$ cat config.mk
export PLATFORM = sky130hd
export DESIGN_NAME = alu_operand_fetch
export DESIGN_NICKNAME = d
export VERILOG_FILES = /design/src/rtl/alu_operand_fetch.sv
export SDC_FILE = /design/constraint.sdc
export NUM_CORES = 2
export LEC_CHECK = 0
export BUFFER_PORTS_ARGS = -buffer_cell sky130_fd_sc_hd__buf_4
export CORE_MARGIN = 4
export CORE_UTILIZATION = 50
export CTS_CLUSTER_DIAMETER = 60
export DETAILED_ROUTE_END_ITERATION = 8
export GPL_TIMING_DRIVEN = 0
export PLACE_DENSITY = 0.74
export SETUP_SLACK_MARGIN = 0.2
export SYNTH_ARGS = -nofsm -noshare
export SYNTH_HDL_FRONTEND = slang
export SYNTH_SLANG_ARGS = --single-unit
$ cat constraint.sdc
create_clock -name clk -period 7.2 [get_ports clk]
set_input_delay 0.72 -clock clk [delete_from_list [all_inputs] [get_ports clk]]
set_output_delay 0.72 -clock clk [all_outputs]
set_load 0.005 [all_outputs]
$ cat src/rtl/alu_operand_fetch.sv
// Operand-fetch stage feeding the ALU: 2R/1W register file with writeback bypass and one output register.
// Optional OPF_ILLEGAL_OP_EN drops opcodes 011/100/101 on accept and raises a sticky illegal_op flag.
module alu_operand_fetch #(
  parameter int DATA_W = 32,
  parameter int ADDR_W = 5
) (
  input  logic              clk,
  input  logic              rst,
  input  logic              in_valid,
  output logic              in_ready,
  input  logic [ADDR_W-1:0] in_rs1,
  input  logic [ADDR_W-1:0] in_rs2,
  input  logic [ADDR_W-1:0] in_rd,
  input  logic [2:0]        in_aluop,
  input  logic              wb_en,
  input  logic [ADDR_W-1:0] wb_addr,
  input  logic [DATA_W-1:0] wb_data,
  output logic              out_valid,
  input  logic              out_ready,
  output logic [DATA_W-1:0] out_a,
  output logic [DATA_W-1:0] out_b,
  output logic [2:0]        out_aluop,
  output logic [ADDR_W-1:0] out_rd,
  output logic              illegal_op
);

  localparam int DEPTH = 1 << ADDR_W;

  logic [DATA_W-1:0] r_regs [DEPTH];

  logic              r_vld_p1;
  logic [DATA_W-1:0] r_a_p1;
  logic [DATA_W-1:0] r_b_p1;
  logic [2:0]        r_op_p1;
  logic [ADDR_W-1:0] r_rd_p1;

  logic              w_in_ready;
  logic              w_accept;
  logic              w_drop;
  logic              w_load;
  logic              w_wr;
  logic [DATA_W-1:0] w_a_p0;
  logic [DATA_W-1:0] w_b_p0;

`ifdef OPF_ILLEGAL_OP_EN
  function automatic logic is_illegal(input logic [2:0] op);
    return (op == 3'b011) || (op == 3'b100) || (op == 3'b101);
  endfunction
`endif

  // Stage p0: register read with same-cycle writeback bypass
  assign w_wr = wb_en && (wb_addr != '0);

  always_comb begin
    w_a_p0 = r_regs[in_rs1];
    w_b_p0 = r_regs[in_rs2];
    if (in_rs1 == '0)
      w_a_p0 = '0;
    else if (w_wr && (wb_addr == in_rs1))
      w_a_p0 = wb_data;
    if (in_rs2 == '0)
      w_b_p0 = '0;
    else if (w_wr && (wb_addr == in_rs2))
      w_b_p0 = wb_data;
  end

  assign w_in_ready = ~r_vld_p1 | out_ready;
  assign w_accept   = in_valid & w_in_ready;

`ifdef OPF_ILLEGAL_OP_EN
  assign w_drop = is_illegal(in_aluop);
`else
  assign w_drop = 1'b0;
`endif

  assign w_load = w_accept & ~w_drop;

  // Stage p1: output register holds the snapshot until the ALU consumes it
  always_ff @(posedge clk) begin
    if (rst) begin
      for (int i = 0; i < DEPTH; i++)
        r_regs[i] <= '0;
      r_vld_p1 <= 1'b0;
      r_a_p1   <= '0;
      r_b_p1   <= '0;
      r_op_p1  <= '0;
      r_rd_p1  <= '0;
    end else begin
      if (w_wr)
        r_regs[wb_addr] <= wb_data;
      if (w_load) begin
        r_vld_p1 <= 1'b1;
        r_a_p1   <= w_a_p0;
        r_b_p1   <= w_b_p0;
        r_op_p1  <= in_aluop;
        r_rd_p1  <= in_rd;
      end else if (out_ready) begin
        r_vld_p1 <= 1'b0;
      end
    end
  end

`ifdef OPF_ILLEGAL_OP_EN
  logic r_illegal;

  always_ff @(posedge clk) begin
    if (rst)
      r_illegal <= 1'b0;
    else if (w_accept && w_drop)
      r_illegal <= 1'b1;
  end

  assign illegal_op = r_illegal;
`else
  assign illegal_op = 1'b0;
`endif

  assign in_ready  = w_in_ready;
  assign out_valid = r_vld_p1;
  assign out_a     = r_a_p1;
  assign out_b     = r_b_p1;
  assign out_aluop = r_op_p1;
  assign out_rd    = r_rd_p1;

endmodule

### Yosys cells after proc, flatten, opt, wreduce, memory -nomap -nowiden

Memory sizes are Yosys's and may differ from the RTL's.
Index checks and enable logic that the tools add are counted.

| operators by class | value |
|---|---|
| equality and inequality tests | 2 |
| bitwise operators | 3 |
| reductions and logical operators | 8 |
| mux-type cells | 14 |

Operators by type and width:

| kind | count |
|---|---|
| 2-to-1 mux 32 bit | 5 |
| OR reduction 32 bit | 1 |
| == test 5 bit | 2 |
| zero test 5 bit | 2 |
| 2-to-1 mux 1 bit | 8 |
| 2-to-1 mux 5 bit | 1 |
| nonzero test 5 bit | 1 |
| logical AND 1 bit | 3 |
| nonzero test 2 bit | 1 |
| bitwise AND 1 bit | 1 |
| NOT 1 bit | 1 |
| OR 1 bit | 1 |

| word-level totals | value |
|---|---|
| word-level logic and storage cells | 33 |
| register bits after elaboration | 73 |
| output and inout port bits | 75 |
| memory bits (writable) | 1,024 |
| memories kept | 1 |

Memory list:

| memory | depth | width | rd ports | clocked after memory_dff | wr ports | RTL line | source |
|---|---|---|---|---|---|---|---|
| r_regs | 32 | 32 | 2 | 0 | 32 | 29 | `logic [DATA_W-1:0] r_regs [DEPTH];` |

### Depth between registers and ports, before layout

| logic depth | value |
|---|---|
| depth after elaboration | 7 |
| mapped depth | 10 |
| gate-level depth less buffers | 5 |

### Worst setup path after synthesis

Ideal clock, no wire load.

| timing path | value |
|---|---|
| path kind | input -> register |
| from | input port wb_addr[3] |
| to | memory r_regs[12][0] (enable) |
| data arrival time | 4.125 ns |
| stages on the path | 6 |
| setup time | 0.466 ns |
| setup slack | 2.610 ns |
| cell sequence | buf_2 -> or3_1 -> buf_2 -> or4bb_1 -> clkbuf_1 -> o21ai_0 |

RTL lines:

| what | RTL line | source |
|---|---|---|
| start: declaration | 16 | `input logic [ADDR_W-1:0] wb_addr,` |
| end: declaration | 29 |  |

==> reports/qor.txt <==
fmax -> 242.6 MHz
Vias -> 39,300
vias per cell -> 6.966
Die X -> 344.2 um
synth unique cells -> 51
wire length per cell -> 36.85 um
drt first pass iters -> 9
Hold Buf Count CTS -> 0
Syn Inst Count -> 3,733
detailed placer's ending HPWL -> 148.2 mm
Slew Viols, Final -> 11
remaining antenna violation count -> 0
Ys Warns -> 0
GP Congestion -> 1.046
Logic pwr share -> 12.6%
Tightest Pin Transition -> 1.507 ns
worst ir drop on vdd -> 0.1793 mV
RSZ-0062 raised after global routing -> false
FF/Latch Area -> 32,210 sq um
area grow syn2layout -> 14.08%
Clock power frac -> 38.3%
Port Buffer Count -> 122
failing checks -> capacitance limit, slew limit
Yosys reg bits -> 1,097
setup TNS -> 0 ns
largest net degree at the start of global routing -> 23
Clock Sinks -> 1,097
Final min period -> 4.123 ns
GRT Util Overall -> 34.77%
# rows -> 123
commonest non-fill, non-tap cells in the layout -> edfxtp_1 (1,024), and2_1 (995), mux4_2 (507)
total die area -> 118,400 sq um
Slew headroom -> -0.4794%
Critical Path AT -> 4.68 ns
critical path endpoint category -> flip-flop
outcome -> complete, but fails checks
clock skew -> 0.03172 ns
Root Buffer Master -> clkbuf_16
CTS H-Tree Depth -> 3
Int Power -> 11,460 uW
initial DRC count -> 7,462
Critical Path RT -> 7.76 ns
Switch Pwr -> 3918 uW
post_cts resized -> 0
final layout net count -> 4,101
vias in the first global route -> 38,450
Routed WL -> 207.9 mm
Core ar. -> 112,300 sq um
CP Launch Type -> input port
Net Sw Frac -> 25.48%
clock slew at reported path FFs -> 0.06 ns
first-pass GRT wire length -> 285.7 mm
Post-synth EDFFs -> 1,024
area of the multi-input gates -> 23,090 sq um
static leakage power -> 0.02206 uW
clock latency on the worst-skew pair -> 0.71 ns
GRT overflow -> 0
I/O pin total -> 135
setup violators final -> 0
synthesized area -> 56,500 sq um
Worst Path Class, Setup -> in2reg
max-cap viol count -> 1
Hold WC Path Type -> in2reg
effective utilization at floorplan -> 50.29%
Flop pwr share -> 49.1%
CTS tree -> done
layout cells sized above 1 -> 23.66%
Synth Flop Type -> edfxtp_1
initial antenna violation count -> 15
Max clock buf depth -> 3
Inserted Clock Buffers -> 108
mean post-synth cell area -> 15.13 sq um
Finished Core Util -> 57.37%
power density cells -> 238.6 nW/um^2
DRC -> 0
Finished Cell Area -> 64,450 sq um
# Post-CTS Setup Buffers -> 0
Filler Cells Inserted -> 8,506
sequential cell area fraction in the yosys report -> 57.01%
Post-DP Area -> 60,780 sq um
most common cell after layout, fill and taps aside -> edfxtp_1
final period utilization -> 57.26%
die height -> 344.2 um
endpoints failing hold -> 0
ys async rst share -> 0%
crit-path max FO -> 10
==> final timing paths <==
path	to	depth (start not counted)	start	slack (ns)
worst max-delay path	r_regs[4][1]	8	wb_addr[3]	3.08
worst min-delay path	out_a[3]	3	wb_data[3]	0.28
worst max register to register	out_b[2]	7	out_valid	4.13
worst min register to register	out_rd[4]	2	out_rd[4]	0.45
==> sequential cells by signal (all words and copies together) (netlist names) <==
register,flops
out_b,32
out_aluop,3
out_valid,1
out_a,32
r_regs,1024
out_rd,5
==> logic make-up (layout without fill, tap and decap cells) <==
kind of cell / Yosys count / in the layout / share of synthesized area [%]
muxes: 590 / 590 / 21.70
buffers and inverters: 417 / 785 / 2.974
and+or+nand+nor: 1260 / 1260 / 13.40
other: 1 / 42 / 0.006637
DFF: 1097 / 1097 / 57.01
AOI/OAI and AO/OA: 358 / 358 / 4.755
xor gates and xnor gates: 10 / 10 / 0.1550
==> synth_stat cells, drive strengths merged (37+ instances only) <==
cell / instances / share of area, %
a211oi: 59 / 0.79
dfxtp: 73 / 2.6
buf: 86 / 0.78
nand2: 83 / 0.55
and2: 995 / 11
nand3: 47 / 0.42
o22ai: 90 / 1.0
o21ai: 37 / 0.33
clkbuf: 329 / 2.2
nor2: 38 / 0.25
mux4: 507 / 20
edfxtp: 1024 / 54
mux2i: 74 / 1.3
a22oi: 90 / 1.2
==> metrics by stage <==
| step | setup slack [ns] | hold slack [ns] | total power (uW) | std cells |
|---|---|---|---|---|
| final | 3.077 | 0.2831 | 15380 | 5642 |
| after global routing | 3.149 | 0.3030 | 15620 | 5635 |
| after global placement | -1.149 | 0.4457 | 9421 | 5387 |
| after CTS | 3.530 | 0.2673 | 15220 | 5632 |
| after floorplan | 2.610 | 0.4527 | 8648 | 3765 |
| after detailed placement | 2.831 | 0.4502 | 9498 | 5430 |
==> routing by layer <==
| metal | GRT usage (%) | part of all wire (%) | vias to the layer above | wire [um] |
|---|---|---|---|---|
| li1 | - | - | 15080 | - |
| met1 | 42.71 | 32 | 19530 | 66250 |
| met2 | 51.41 | 44 | 3780 | 90810 |
| met3 | 15.69 | 17 | 893 | 36300 |
| met4 | 19.07 | 6.8 | 24 | 14040 |
| met5 | 1.634 | 0.24 | - | 505 |
==> power groups by stage <==
stage | clock (uW) | combinational [uW] | sequential [uW]
after detailed placement | 0 | 1830 | 7670
after CTS | 5840 | 1840 | 7540
final | 5900 | 1930 | 7550
after global placement | 0 | 1720 | 7700
after global routing | 6100 | 1950 | 7580
after floorplan | 0 | 1050 | 7590
==> area by class of cell <==
type | instances | area share (%)
diodes | 9 | 0.03494
plain buffers | 415 | 2.597
clock buffers | 144 | 4.688
clock inverters | 58 | 0.9357
inverters | 2 | 0.01165
multi-input cells | 2251 | 35.83
flip-flops and latches | 1097 | 49.98
well taps | 1500 | 2.912
repair buffers | 166 | 3.017
==> critical path, cell delays in order <==
cell	delay [ns]
buf_2	0.24
or3_1	0.15
buf_2	0.25
or4bb_1	0.61
clkbuf_1	0.55
nor2_1	0.90
clkbuf_1	0.97
and2_1	0.25
Power figures use the tool's default switching activity.
